===== src/rtl/dbus_xfer_seq.sv =====
// dbus_xfer_seq: round-robin sequencer for register-to-register moves over the
// shared open-drain data bus. Each transfer precharges the bus, drives the
// source register, clocks the destination once, then holds the source for
// hold time. Every output is a flop, so the write clocks (wra) are glitch-free.
module dbus_xfer_seq #(
    parameter int NREQ    = 2,
    parameter int NREGS   = 4,
    parameter int SELW    = 2,
    parameter int PRE_CYC = 1,
    parameter int SETTLE  = 2
) (
    input  logic                 clk,
    input  logic                 nrst,
    input  logic [NREQ-1:0]      req,
    input  logic [NREQ*SELW-1:0] src,
    input  logic [NREQ*SELW-1:0] dst,
    output logic [NREQ-1:0]      gnt,
    output logic [NREQ-1:0]      done,
    output logic [NREQ-1:0]      err,
    output logic [NREGS-1:0]     rda,
    output logic [NREGS-1:0]     wra,
    output logic                 busy
);

    localparam int PTRW = (NREQ > 1) ? $clog2(NREQ) : 1;

    typedef enum logic [2:0] {
        S_IDLE,
        S_PRE,
        S_DRIVE,
        S_LATCH,
        S_HOLD
    } state_t;

    state_t          state;
    logic [3:0]      tmr;
    logic [PTRW-1:0] ptr;
    logic [SELW-1:0] src_q;
    logic [SELW-1:0] dst_q;
    logic            bad_q;

    logic [PTRW-1:0] win;
    logic [PTRW-1:0] ptr_nxt;
    logic [SELW-1:0] src_w;
    logic [SELW-1:0] dst_w;

    // One-hot decode of a register index; an out-of-range index decodes to zero.
    function automatic logic [NREGS-1:0] reg_dec(input logic [SELW-1:0] s);
        logic [NREGS-1:0] v;
        v = '0;
        for (int i = 0; i < NREGS; i++) begin
            if (s == SELW'(i)) v[i] = 1'b1;
        end
        return v;
    endfunction

    // True when an index names an existing register.
    function automatic logic in_range(input logic [SELW-1:0] s);
        return (32'(s) < 32'(NREGS));
    endfunction

    // First requester at or after the pointer, wrapping; the lowest offset wins.
    function automatic logic [PTRW-1:0] rr_pick(input logic [NREQ-1:0] r,
                                                 input logic [PTRW-1:0] p);
        logic [PTRW-1:0] w;
        int              idx;
        w = '0;
        for (int k = NREQ - 1; k >= 0; k--) begin
            idx = (int'(p) + k) % NREQ;
            if (r[idx]) w = PTRW'(idx);
        end
        return w;
    endfunction

    // Arbitration winner, its indices and the pointer value that follows it.
    always_comb begin
        win     = rr_pick(req, ptr);
        ptr_nxt = PTRW'((int'(win) + 1) % NREQ);
        src_w   = src[win*SELW +: SELW];
        dst_w   = dst[win*SELW +: SELW];
    end

    // Transfer sequencer: state, timer, pointer and all registered outputs.
    always_ff @(posedge clk or negedge nrst) begin
        if (!nrst) begin
            state <= S_IDLE;
            tmr   <= '0;
            ptr   <= '0;
            src_q <= '0;
            dst_q <= '0;
            bad_q <= 1'b0;
            gnt   <= '0;
            done  <= '0;
            err   <= '0;
            rda   <= '0;
            wra   <= '0;
            busy  <= 1'b0;
        end else begin
            done <= '0;
            err  <= '0;
            case (state)
                S_IDLE: begin
                    rda <= '0;
                    wra <= '0;
                    if (|req) begin
                        gnt   <= NREQ'(1) << win;
                        src_q <= src_w;
                        dst_q <= dst_w;
                        // A bad index is reported from PRE so no strobe is ever issued.
                        bad_q <= !(in_range(src_w) && in_range(dst_w));
                        ptr   <= ptr_nxt;
                        tmr   <= 4'(PRE_CYC - 1);
                        busy  <= 1'b1;
                        state <= S_PRE;
                    end
                end
                S_PRE: begin
                    if (bad_q) begin
                        err   <= gnt;
                        gnt   <= '0;
                        busy  <= 1'b0;
                        state <= S_IDLE;
                    end else if (tmr == 4'd0) begin
                        rda   <= reg_dec(src_q);
                        tmr   <= 4'(SETTLE - 1);
                        state <= S_DRIVE;
                    end else begin
                        tmr <= tmr - 4'd1;
                    end
                end
                S_DRIVE: begin
                    if (tmr == 4'd0) begin
                        wra   <= reg_dec(dst_q);
                        state <= S_LATCH;
                    end else begin
                        tmr <= tmr - 4'd1;
                    end
                end
                S_LATCH: begin
                    // Single-cycle write clock; the source keeps driving for hold time.
                    wra   <= '0;
                    state <= S_HOLD;
                end
                S_HOLD: begin
                    rda   <= '0;
                    done  <= gnt;
                    gnt   <= '0;
                    busy  <= 1'b0;
                    state <= S_IDLE;
                end
                default: begin
                    gnt   <= '0;
                    rda   <= '0;
                    wra   <= '0;
                    busy  <= 1'b0;
                    state <= S_IDLE;
                end
            endcase
        end
    end

endmodule


===== config.mk =====
export PLATFORM = sky130hd
export DESIGN_NAME = dbus_xfer_seq
export DESIGN_NICKNAME = d
export VERILOG_FILES = /design/src/rtl/dbus_xfer_seq.sv
export SDC_FILE = /design/constraint.sdc
export NUM_CORES = 1
export LEC_CHECK = 0
export CAP_MARGIN = 20
export CORE_MARGIN = 3
export CORE_UTILIZATION = 54
export CTS_CLUSTER_DIAMETER = 120
export DETAILED_ROUTE_END_ITERATION = 16
export PLACE_DENSITY = 0.82
export SETUP_SLACK_MARGIN = 0.2
export SKIP_CTS_REPAIR_TIMING = 1
export SLEW_MARGIN = 5
export SYNTH_ARGS = -nofsm -noshare
export SYNTH_HDL_FRONTEND = slang
export SYNTH_SLANG_ARGS = --single-unit

===== constraint.sdc =====
create_clock -name clk -period 4.3 [get_ports clk]
set_input_delay 0.645 -clock clk [delete_from_list [all_inputs] [get_ports clk]]
set_output_delay 0.645 -clock clk [all_outputs]
set_load 0.005 [all_outputs]

== After elaboration in Yosys (flattened, before gate mapping) ==
Cells that the tools add are included.

* RAM bits: 0
* Bits in latches: 0
* Input bits: 12
* Bits in read-only memories: 0
* Register bits: 25
* Logic and storage cells: 83
* Memories kept: 0
* Output and inout port bits: 15

* Eq/ne operators: 14
* Add/subtract/negate cells: 3
* Muxes and demuxes: 32
* Bitwise logic cells: 4
* Shift-type cells: 3
* Reduce and logical (&&, ||, !) cells: 15
* Div/mod/pow operators: 0
* Multiply operators: 0
* Order comparisons: 2

{| class="wikitable"
|+ Operators by type and width
! kind !! number
|-
| $mux W4 || 5
|-
| $mux W1 || 16
|-
| $pmux W4 S2 || 2
|-
| $pmux W3 S4 || 1
|-
| $pmux W4 S3 || 1
|-
| $mux W3 || 3
|-
| $reduce_and A3 Y1 || 3
|-
| $eq A2 B2 Y1 const B || 4
|-
| $ne A2 B2 Y1 const B || 4
|-
| $shiftx A4 B3 Y2 || 2
|-
| $eq A3 B2 Y1 const B || 2
|-
| $reduce_and A2 Y1 || 3
|-
| $reduce_or A2 Y1 || 3
|-
| $eq A2 B1 Y1 const B || 2
|-
| $logic_not A2 Y1 || 2
|-
| $logic_not A4 Y1 || 1
|-
| $mux W2 || 2
|-
| $pmux W2 S2 || 1
|-
| $sub A4 B1 Y4 const B || 1
|-
| $eq A3 B1 Y1 const B || 1
|-
| $eq A3 B3 Y1 const B || 1
|-
| $logic_not A3 Y1 || 1
|-
| $lt A2 B3 Y1 const B || 1
|-
| $not A1 Y1 || 3
|-
| other kinds (7) || 8
|}

== Depth between registers and ports, before layout ==
Gate-level depths: netlist of run 1.

* Depth in word-level cells: 10
* Mapped depth: 5
* Depth with buffers taken out: 5

== Worst setup path before layout of run 1 ==
Ideal clock, no wire load.

* Path type: reg2reg
* Start: register tmr[0]
* End: register rda[0]
* Arrival time: 1609 ps
* Period minus slack after synthesis: 1734 ps
* Library setup time: 125 ps
* Required time: 4175 ps
* Slack: 2566 ps
* Buffers on the path: 0
* Cell stages (with the launch flop): 6
* Cells stage by stage: dfrtp_1 > inv_1 > ha_1 > or4b_4 > nor3b_4 > mux2_4

* Word-level cells in the longest chain between the ends: 3

{| class="wikitable"
|+ Ends and longest elaborated chain
! element !! RTL line !! source
|-
| start: declaration || 36 || <nowiki>logic [3:0] tmr;</nowiki>
|-
| start signal: assignment || 112 || <nowiki>tmr <= 4'(PRE_CYC - 1);</nowiki>
|-
| start signal: assignment || 125 || <nowiki>tmr <= 4'(SETTLE - 1);</nowiki>
|-
| start signal: assignment || 128 || <nowiki>tmr <= tmr - 4'd1;</nowiki>
|-
| $logic_not A4 Y1 || 123 || <nowiki>end else if (tmr == 4'd0) begin</nowiki>
|-
| $ne A2 B2 Y1 (no line) || - ||
|-
| $reduce_and A2 Y1 (no line) || - ||
|-
| end signal: assignment || 124 || <nowiki>rda <= reg_dec(src_q);</nowiki>
|-
| end: declaration || 20 || <nowiki>output logic [NREGS-1:0] rda,</nowiki>
|}

Every way passes these cells.
A chain may end at the register's enable or synchronous reset.

== Worst setup path after layout of run 1 ==
* Start: register tmr[0]
* End: register rda[1]

The elaborated chain is that of the path after synthesis.

==> impl_metrics.toml, run 1 <==
[run_status]
status = "completed"

[timing]
max_freq_mhz = 519
fin_crit_ns = 1.93
tightest_slew_ns = 0.632
rsz0062_at_grt = "no"
drv_slew = 0
finalHoldViolCount = 0
slew-limit-headroom_pct = 57.8
finalSetupViolCount = 0
period_share_pct = 44.8
skew_ns = 0.00241
timing.setup.tns_ns = 0

[synthesis]
synth_cell_types = 46
synth.most_common_cell = "dfrtp_1"
synth.largest_area_cell = "dfrtp_1"
synth_top_area_share_pct = 47.3
ys_ff_latch = 25
synth_edf_count = 0
synth_area_um2 = 1320
synthTopCellsByCount = "dfrtp_1 (25), mux2i_1 (6), nor2_1 (6)"
yosysWarnings = 0
syn-mean-instance-area_um2 = 11.3
ys_seq_area_share_pct = 47.3
netlist_instances = 117
ys.flop_type = "dfrtp_1"
synth_area_leaders = "dfrtp_1 (47%), mux2i_1 (4.5%), mux2_4 (3.4%)"
async_flop_share_pct = 100

[power_and_ir_drop]
switching_share_pct = 38.8
p_int_mw = 0.638
seq_power_share_pct = 41.7
power.switching_mw = 0.404
leakagePower_nw = 0.720
power_frac_comb_pct = 48.7
ir_drop_uv = 385
p_total_mw = 1.04
p_per_area_nw_per_um2 = 650
clockPowerShare_pct = 9.7

[clock_network]
cts.sinks = 25
htreeDepth = 1
clk_pin_slew_worst_paths_ns = 0.13
cts_tree = "built"
numCtsBuffers = 3
cts_buffer_depth = 2
cts_root_buf = "clkbuf_4"
clock_latency_ns = 0.31

[worst_hold_path]
hp-class = "reg -> reg"

[place]
numPortBuffers = 24
place_inst = 163
placed_cell_area_um2 = 1560
place.gp.congestion = 0.798
dp_hpwl_um = 1950

[final_layout]
nets = 155
areaGrowthSynthToFinish_pct = 21.2
final_cell_count_no_fill = 168
postLayoutCoreUtil_pct = 70.4
drive_gt1_share_pct = 12.1
final_area_um2 = 1600
num_antenna_cells = 0

[floorplanning]
die_w_um = 55.5
die-area_um2 = 3080
start_util_pct = 58.1
die_h_um = 55.5
rows = 17
core_area_um2 = 2280
ioPinCount = 27

[worst_setup_path]
start_kind = "flop"
crit_required_ns = 4.51
cp_max_fo = 4
crit_path_end_kind = "flop"
crit_arrival_ns = 2.13
crit_type = "reg -> reg"

[job]
max-cap-violations = 0

[route]
post_drt_wl_per_cell_um = 15.7
drtIter0Drc = 21
wirelength_um = 2640
vias_per_cell = 6.08
postRouteAntennaNets = 0
drtPass1Iterations = 4
vias = 1022
drc_errors = 0

[grt]
grt_pass1_wl_um = 4490
overflow = 0
antenna_found_initial = 0
grt_max_degree = 26
grt_pass1_vias = 969
grt.total_usage_pct = 17.8
==> placed cells by master (no fill, tap or decap), types with 3 or more instances in the layout <==
master / n
nor2_1: 6
nand3_1: 3
a21oi_1: 3
mux2i_1: 6
mux2_4: 3
clkbuf_4: 3
a21o_1: 3
a21boi_0: 4
inv_1: 3
dfrtp_1: 25
a221o_1: 4
clkdlybuf4s50_1: 24
and3_1: 5
nand2_1: 5
==> path summary, 6_finish.rpt <==
check | to | cells after the start | slack (ns) | startpoint
min | gnt[1] | 1 | 0.53 | gnt[1]
max reg2reg | rda[1] | 5 | 2.37 | tmr[0]
max in group asynchronous | gnt[1] | 2 | 3.26 | nrst
min in group asynchronous | state[2] | 1 | 0.60 | nrst
max | rda[1] | 5 | 2.37 | tmr[0]
min reg2reg | gnt[1] | 1 | 0.53 | gnt[1]
==> metrics by stage <==
step	setup slack, ns	hold slack, ns
2_1_floorplan	2.57	0.349
3_3_place_gp	2.35	0.484
3_5_place_dp	2.31	0.504
4_1_cts	2.38	0.535
5_1_grt	2.29	0.559
6_report	2.37	0.529
==> cell type report <==
cell class                      count  area [um^2]
Clock buffer                        3         22.5
Clock inverter                      1         5.00
Fill cell                         168          674
Inverter                            4         15.0
Multi-Input combinational cell     82          643
Sequential cell                    25          626
Tap cell                           28         35.0
Timing Repair Buffer               25          255
==> worst max-delay path, stage by stage (launching register included) <==
cell and delay, ns:
dfrtp_1 0.44, inv_1 0.13, ha_1 0.22, or4b_4 0.52, nor3b_4 0.20, mux2_4 0.32
==> power by group through the flow <==
stage	Combinational, mW	Sequential (mW)	Clock (mW)
finish	0.507	0.434	0.101
global route	0.555	0.448	0.114
CTS	0.507	0.432	0.105
detailed placement	0.506	0.435	0
global placement	0.491	0.428	0
floorplan	0.405	0.390	0
==> logic make-up after synthesis <==
group | share of synthesized area (%)
compound gates | 15.6
xor+xnor | 0.663
fa+ha+maj | 1.89
buf+inv | 4.26
flops | 47.3
mux | 7.95
other cells | 0.284
simple gates | 22.0
==> metal layers <==
metal  track usage [%]  up-vias  wire [um]
met1              25.2      485       1190
met4              6.60        0         61
li1                  -      482          -
met5                 0        -          0
met2              27.4       46       1230
met3              3.04        9        163
==> registers in the layout (all words and copies together), names as in the netlist, 2 cells and up <==
register,count
done,2
dst_q,2
gnt,2
rda,4
src_q,2
state,3
tmr,4
wra,4
Note: power is estimated with default switching activity, not from simulation.
==> run 2: changes to the inputs <==
--- a/config.mk
+++ b/config.mk
@@ -7,10 +7,10 @@
 export LEC_CHECK = 0
 export CAP_MARGIN = 20
 export CORE_MARGIN = 3
-export CORE_UTILIZATION = 54
+export CORE_UTILIZATION = 50
 export CTS_CLUSTER_DIAMETER = 120
 export DETAILED_ROUTE_END_ITERATION = 16
-export PLACE_DENSITY = 0.82
+export PLACE_DENSITY = 0.77
 export SETUP_SLACK_MARGIN = 0.2
 export SKIP_CTS_REPAIR_TIMING = 1
 export SLEW_MARGIN = 5
==> constraint.sdc (replaced) <==
create_clock -name clk -period 1.8 [get_ports clk]
set_input_delay 0.27 -clock clk [delete_from_list [all_inputs] [get_ports clk]]
set_output_delay 0.27 -clock clk [all_outputs]
set_load 0.005 [all_outputs]
==> impl_metrics.toml, run 2 (synthesis results as in run 1) <==
[place]
place.gp.congestion = 0.848
place_inst = 169
place_ws_ns = 0.0343
numPortBuffers = 24
dp_hpwl_um = 2010

[power_and_ir_drop]
p_per_area_nw_per_um2 = 1600
power.switching_mw = 1.04
power_frac_comb_pct = 54.3
clockPowerShare_pct = 9.1
leakagePower_nw = 0.765
p_int_mw = 1.68
seq_power_share_pct = 36.6
switching_share_pct = 38.1
ir_drop_uv = 924

[worst_setup_path]
start_kind = "flop"
cp_max_fo = 4
cp_num_buf_inv = 2
max_stage_delay_ns = 0.44
path_cells = "inv_2 > ha_4 > or3b_4 > a211oi_4 > buf_4 > mux2i_1"
crit_arrival_ns = 2.04
slowest_stage = "dfrtp_1"
crit_required_ns = 2.04
crit_path_end_kind = "flop"
critPathTopFamily = "flip-flops"
crit_type = "reg -> reg"

[job]
max-cap-violations = 0

[route]
drc_errors = 0
drtIter0Drc = 17
vias_per_cell = 5.76
post_drt_wl_per_cell_um = 15.1
postRouteAntennaNets = 0
drtPass1Iterations = 4
wirelength_um = 2710
vias = 1037

[floorplanning]
die-area_um2 = 3300
rows = 18
die_w_um = 57.4
die_h_um = 57.4
ioPinCount = 27
core_area_um2 = 2500
start_util_pct = 52.9

[final_layout]
drive_gt1_share_pct = 21.3
final_cell_count_no_fill = 180
layout_common_cells = "dfrtp_1 (24), clkdlybuf4s50_1 (24), buf_4 (10)"
areaGrowthSynthToFinish_pct = 28.7
postLayoutCoreUtil_pct = 68.0
reg_top3 = "rda x4, tmr x4, wra x4"
num_antenna_cells = 0
nets = 165

[run_status]
status = "completed"

[timing]
finalSetupViolCount = 0
drv_slew = 0
hold_slack_ns = 0.301
max_freq_mhz = 558
fin_crit_ns = 1.79
rsz0062_at_grt = "yes"
finalHoldViolCount = 0
period_share_pct = 99.6
timing.setup.tns_ns = 0
skew_ns = 0.00631
fin_ws_ns = 0.00810

[clock_network]
cts.sinks = 25
clock_latency_ns = 0.31
cts_root_buf = "clkbuf_4"
numCtsBuffers = 3
cts_buffer_depth = 2
htreeDepth = 1
clk_pin_slew_worst_paths_ns = 0.14
cts_tree = "built"

[grt]
grt_pass1_wl_um = 4530
grt_pass1_vias = 1025
grt_max_degree = 26
antenna_found_initial = 0
grt.total_usage_pct = 16.9
overflow = 0

[worst_hold_path]
hp-class = "in -> async"
[run 2: through the flow]
step	instance area (um^2)	total power [mW]
floorplan	1340	1.92
finish	1700	2.72
CTS	1630	2.56
detailed placement	1600	2.31
global route	1700	2.92
global placement	1600	2.26
[run 2: path summary, 6_finish.rpt]
check	start	to	slack, ns	cells past startpoint
setup / recovery	tmr[1]	wra[0]	0.008	6
hold / removal	nrst	tmr[2]	0.30	2
setup reg to reg	tmr[1]	wra[0]	0.008	6
hold reg to reg	gnt[1]	gnt[1]	0.52	1
max in group asynchronous	nrst	state[0]	1.23	2
min in group clk	gnt[1]	gnt[1]	0.52	1
[run 2: cell type report]
cell class | count | area [um^2]
Clock buffer | 4 | 26.3
Sequential cell | 25 | 627
Timing Repair Buffer | 35 | 327
Tap cell | 30 | 37.5
Inverter | 4 | 15.0
Multi-Input combinational cell | 82 | 668
Fill cell | 183 | 800
[run 2: worst register-to-register path, stage by stage (launching register included)]
cell	delay, ns
dfrtp_1	0.44
inv_2	0.10
ha_4	0.14
or3b_4	0.41
a211oi_4	0.31
buf_4	0.16
mux2i_1	0.17
[run 2: power groups by stage]
| stage | logic, mW | registers [mW] | clock network (mW) |
|---|---|---|---|
| 2_1_floorplan | 0.985 | 0.936 | 0 |
| 3_3_place_gp | 1.28 | 0.982 | 0 |
| 3_5_place_dp | 1.32 | 0.995 | 0 |
| 4_1_cts | 1.32 | 0.987 | 0.253 |
| 5_1_grt | 1.62 | 1.03 | 0.273 |
| 6_report | 1.47 | 0.994 | 0.247 |
[run 2: per-layer routing]
layer	track usage [%]	wire length (um)	vias up
li1	-	-	506
met1	22.8	1250	505
met2	28.5	1350	26
met3	3.17	109	0
met4	3.31	0	0
met5	0	0	-
==> run 3: changes to the inputs <==
--- a/config.mk
+++ b/config.mk
@@ -7,10 +7,11 @@
 export LEC_CHECK = 0
 export CAP_MARGIN = 20
 export CORE_MARGIN = 3
-export CORE_UTILIZATION = 50
+export CORE_UTILIZATION = 61
 export CTS_CLUSTER_DIAMETER = 120
 export DETAILED_ROUTE_END_ITERATION = 16
-export PLACE_DENSITY = 0.77
+export DONT_BUFFER_PORTS = 1
+export PLACE_DENSITY = 0.76
 export SETUP_SLACK_MARGIN = 0.2
 export SKIP_CTS_REPAIR_TIMING = 1
 export SLEW_MARGIN = 5
==> constraint.sdc (replaced) <==
create_clock -name clk -period 1.7 [get_ports clk]
set_input_delay 0.255 -clock clk [delete_from_list [all_inputs] [get_ports clk]]
set_output_delay 0.255 -clock clk [all_outputs]
set_load 0.005 [all_outputs]
==> impl_metrics.toml, run 3 (synthesis results as in run 1) <==
[run_status]
status = "complete, but fails checks"
failed_checks = "setup timing"

[grt]
grt_pass1_vias = 930
overflow = 0
antenna_found_initial = 0
globalRouteMet3Util_pct = 3.99
met2_usage_pct = 33.3
grt_pass1_wl_um = 4260
grt_busiest_layer = "met2"
grt_max_degree = 26
grtUsageMet1_pct = 29.2
grt.total_usage_pct = 21.2

[worst_setup_path]
worstSetupStartpoint = "tmr[1]"
r2r-end = "wra[0]"
r2r_setup_slack_ns = -0.06
crit_type = "reg -> reg"
crit_required_ns = 1.93
timing.rr.start = "tmr[1]"
rr_worst_depth = 5
crit_arrival_ns = 1.99
max_stage_delay_ns = 0.41
cp_max_fo = 5
crit_path_end_kind = "flop"
path_cells = "inv_2 > ha_4 > or3b_4 > a211oi_4 > mux2i_1"
cp_num_buf_inv = 1
cp.depth = 5
slowest_stage = "dfrtp_1"
critPathTopFamily = "flip-flops"
start_kind = "flop"

[worst_hold_path]
hp-class = "in -> reg"
hold_start = "src[2]"
hold_end = "src_q[0]"
whs_path_depth = 1

[floorplanning]
core_area_um2 = 2000
start_util_pct = 66.0
rows = 16
die_w_um = 52.5
ioPinCount = 27
die-area_um2 = 2760
die_h_um = 52.5

[final_layout]
fillerInstances = 131
drive_gt1_share_pct = 28.3
final_area_um2 = 1500
postLayoutCoreUtil_pct = 75.1
final_cell_count_no_fill = 154
reg_top3 = "rda x4, tmr x4, wra x4"
final_common_cell = "dfrtp_1"
num_antenna_cells = 0
layout_common_cells = "dfrtp_1 (24), buf_4 (9), nor2_1 (6), mux2i_1 (6), nand2_1 (5)"
nets = 142
areaGrowthSynthToFinish_pct = 13.7

[timing]
hold_slack_ns = 0.0735
fin_ws_ns = -0.0647
finalHoldViolCount = 0
period_share_pct = 104
max_freq_mhz = 567
skew_ns = 0.0167
finalSetupViolCount = 7
rsz0062_at_grt = "yes"
drv_slew = 0
fin_crit_ns = 1.76
timing.setup.tns_ns = -0.184

[route]
drc_errors = 0
drtPass1Iterations = 5
vias_per_cell = 6.55
post_drt_wl_per_cell_um = 18.6
wirelength_um = 2870
postRouteAntennaNets = 0
vias = 1008
drtIter0Drc = 18

[clock_network]
cts_root_buf = "clkbuf_4"
cts_tree = "built"
cts_buffer_depth = 2
cts.sinks = 25
clk_pin_slew_worst_paths_ns = 0.14
clock_latency_ns = 0.32
htreeDepth = 1
numCtsBuffers = 3

[job]
max-cap-violations = 0

[power_and_ir_drop]
p_per_area_nw_per_um2 = 1880
leakagePower_nw = 0.689
ir_drop_uv = 1150
p_total_mw = 2.82

[place]
numPortBuffers = 0
place_ws_ns = -0.00397
place.gp.congestion = 0.862
place_inst = 146
placed_cell_area_um2 = 1390
dp_hpwl_um = 2040
run 3: worst max path at each step:
stage | slack (ns) | endpoint
after floorplan | 0.02 | rda[0]
after global placement | 0.04 | rda[1]
after detailed placement | -0.004 | wra[3]
after CTS | -0.03 | wra[1]
after global routing | -0.14 | wra[0]
final | -0.06 | wra[0]
run 3: metal layers:
layer  wire length [um]  vias up  part of all wire (%)
met5                  0        -                     0
met4                 61        0                   2.1
met3                169        9                   5.9
met2               1410       51                    49
met1               1230      495                    43
li1                   -      453                     -
run 3: worst register-to-register path, stage by stage, from the launching register on:
cell      delay (ns)
dfrtp_1         0.41
inv_2           0.10
ha_4            0.15
or3b_4          0.41
a211oi_4        0.36
mux2i_1         0.25
run 3: final cells by class:
type                       instances  area, um^2  share of cell area, %
inverter                           4        15.0                  0.999
timing repair buffer              12         109                   7.24
multi-input combinational         82         692                   46.0
sequential                        25         627                   41.7
tap                               27        33.8                   2.25
clock buffer                       4        26.3                   1.75
run 3: report_power, final:
part	internal, mW	leakage (nW)	switching (mW)
registers	0.807	0.320	0.257
logic	0.774	0.354	0.723
clock network	0.0917	0.0150	0.166
total	1.67	0.689	1.15
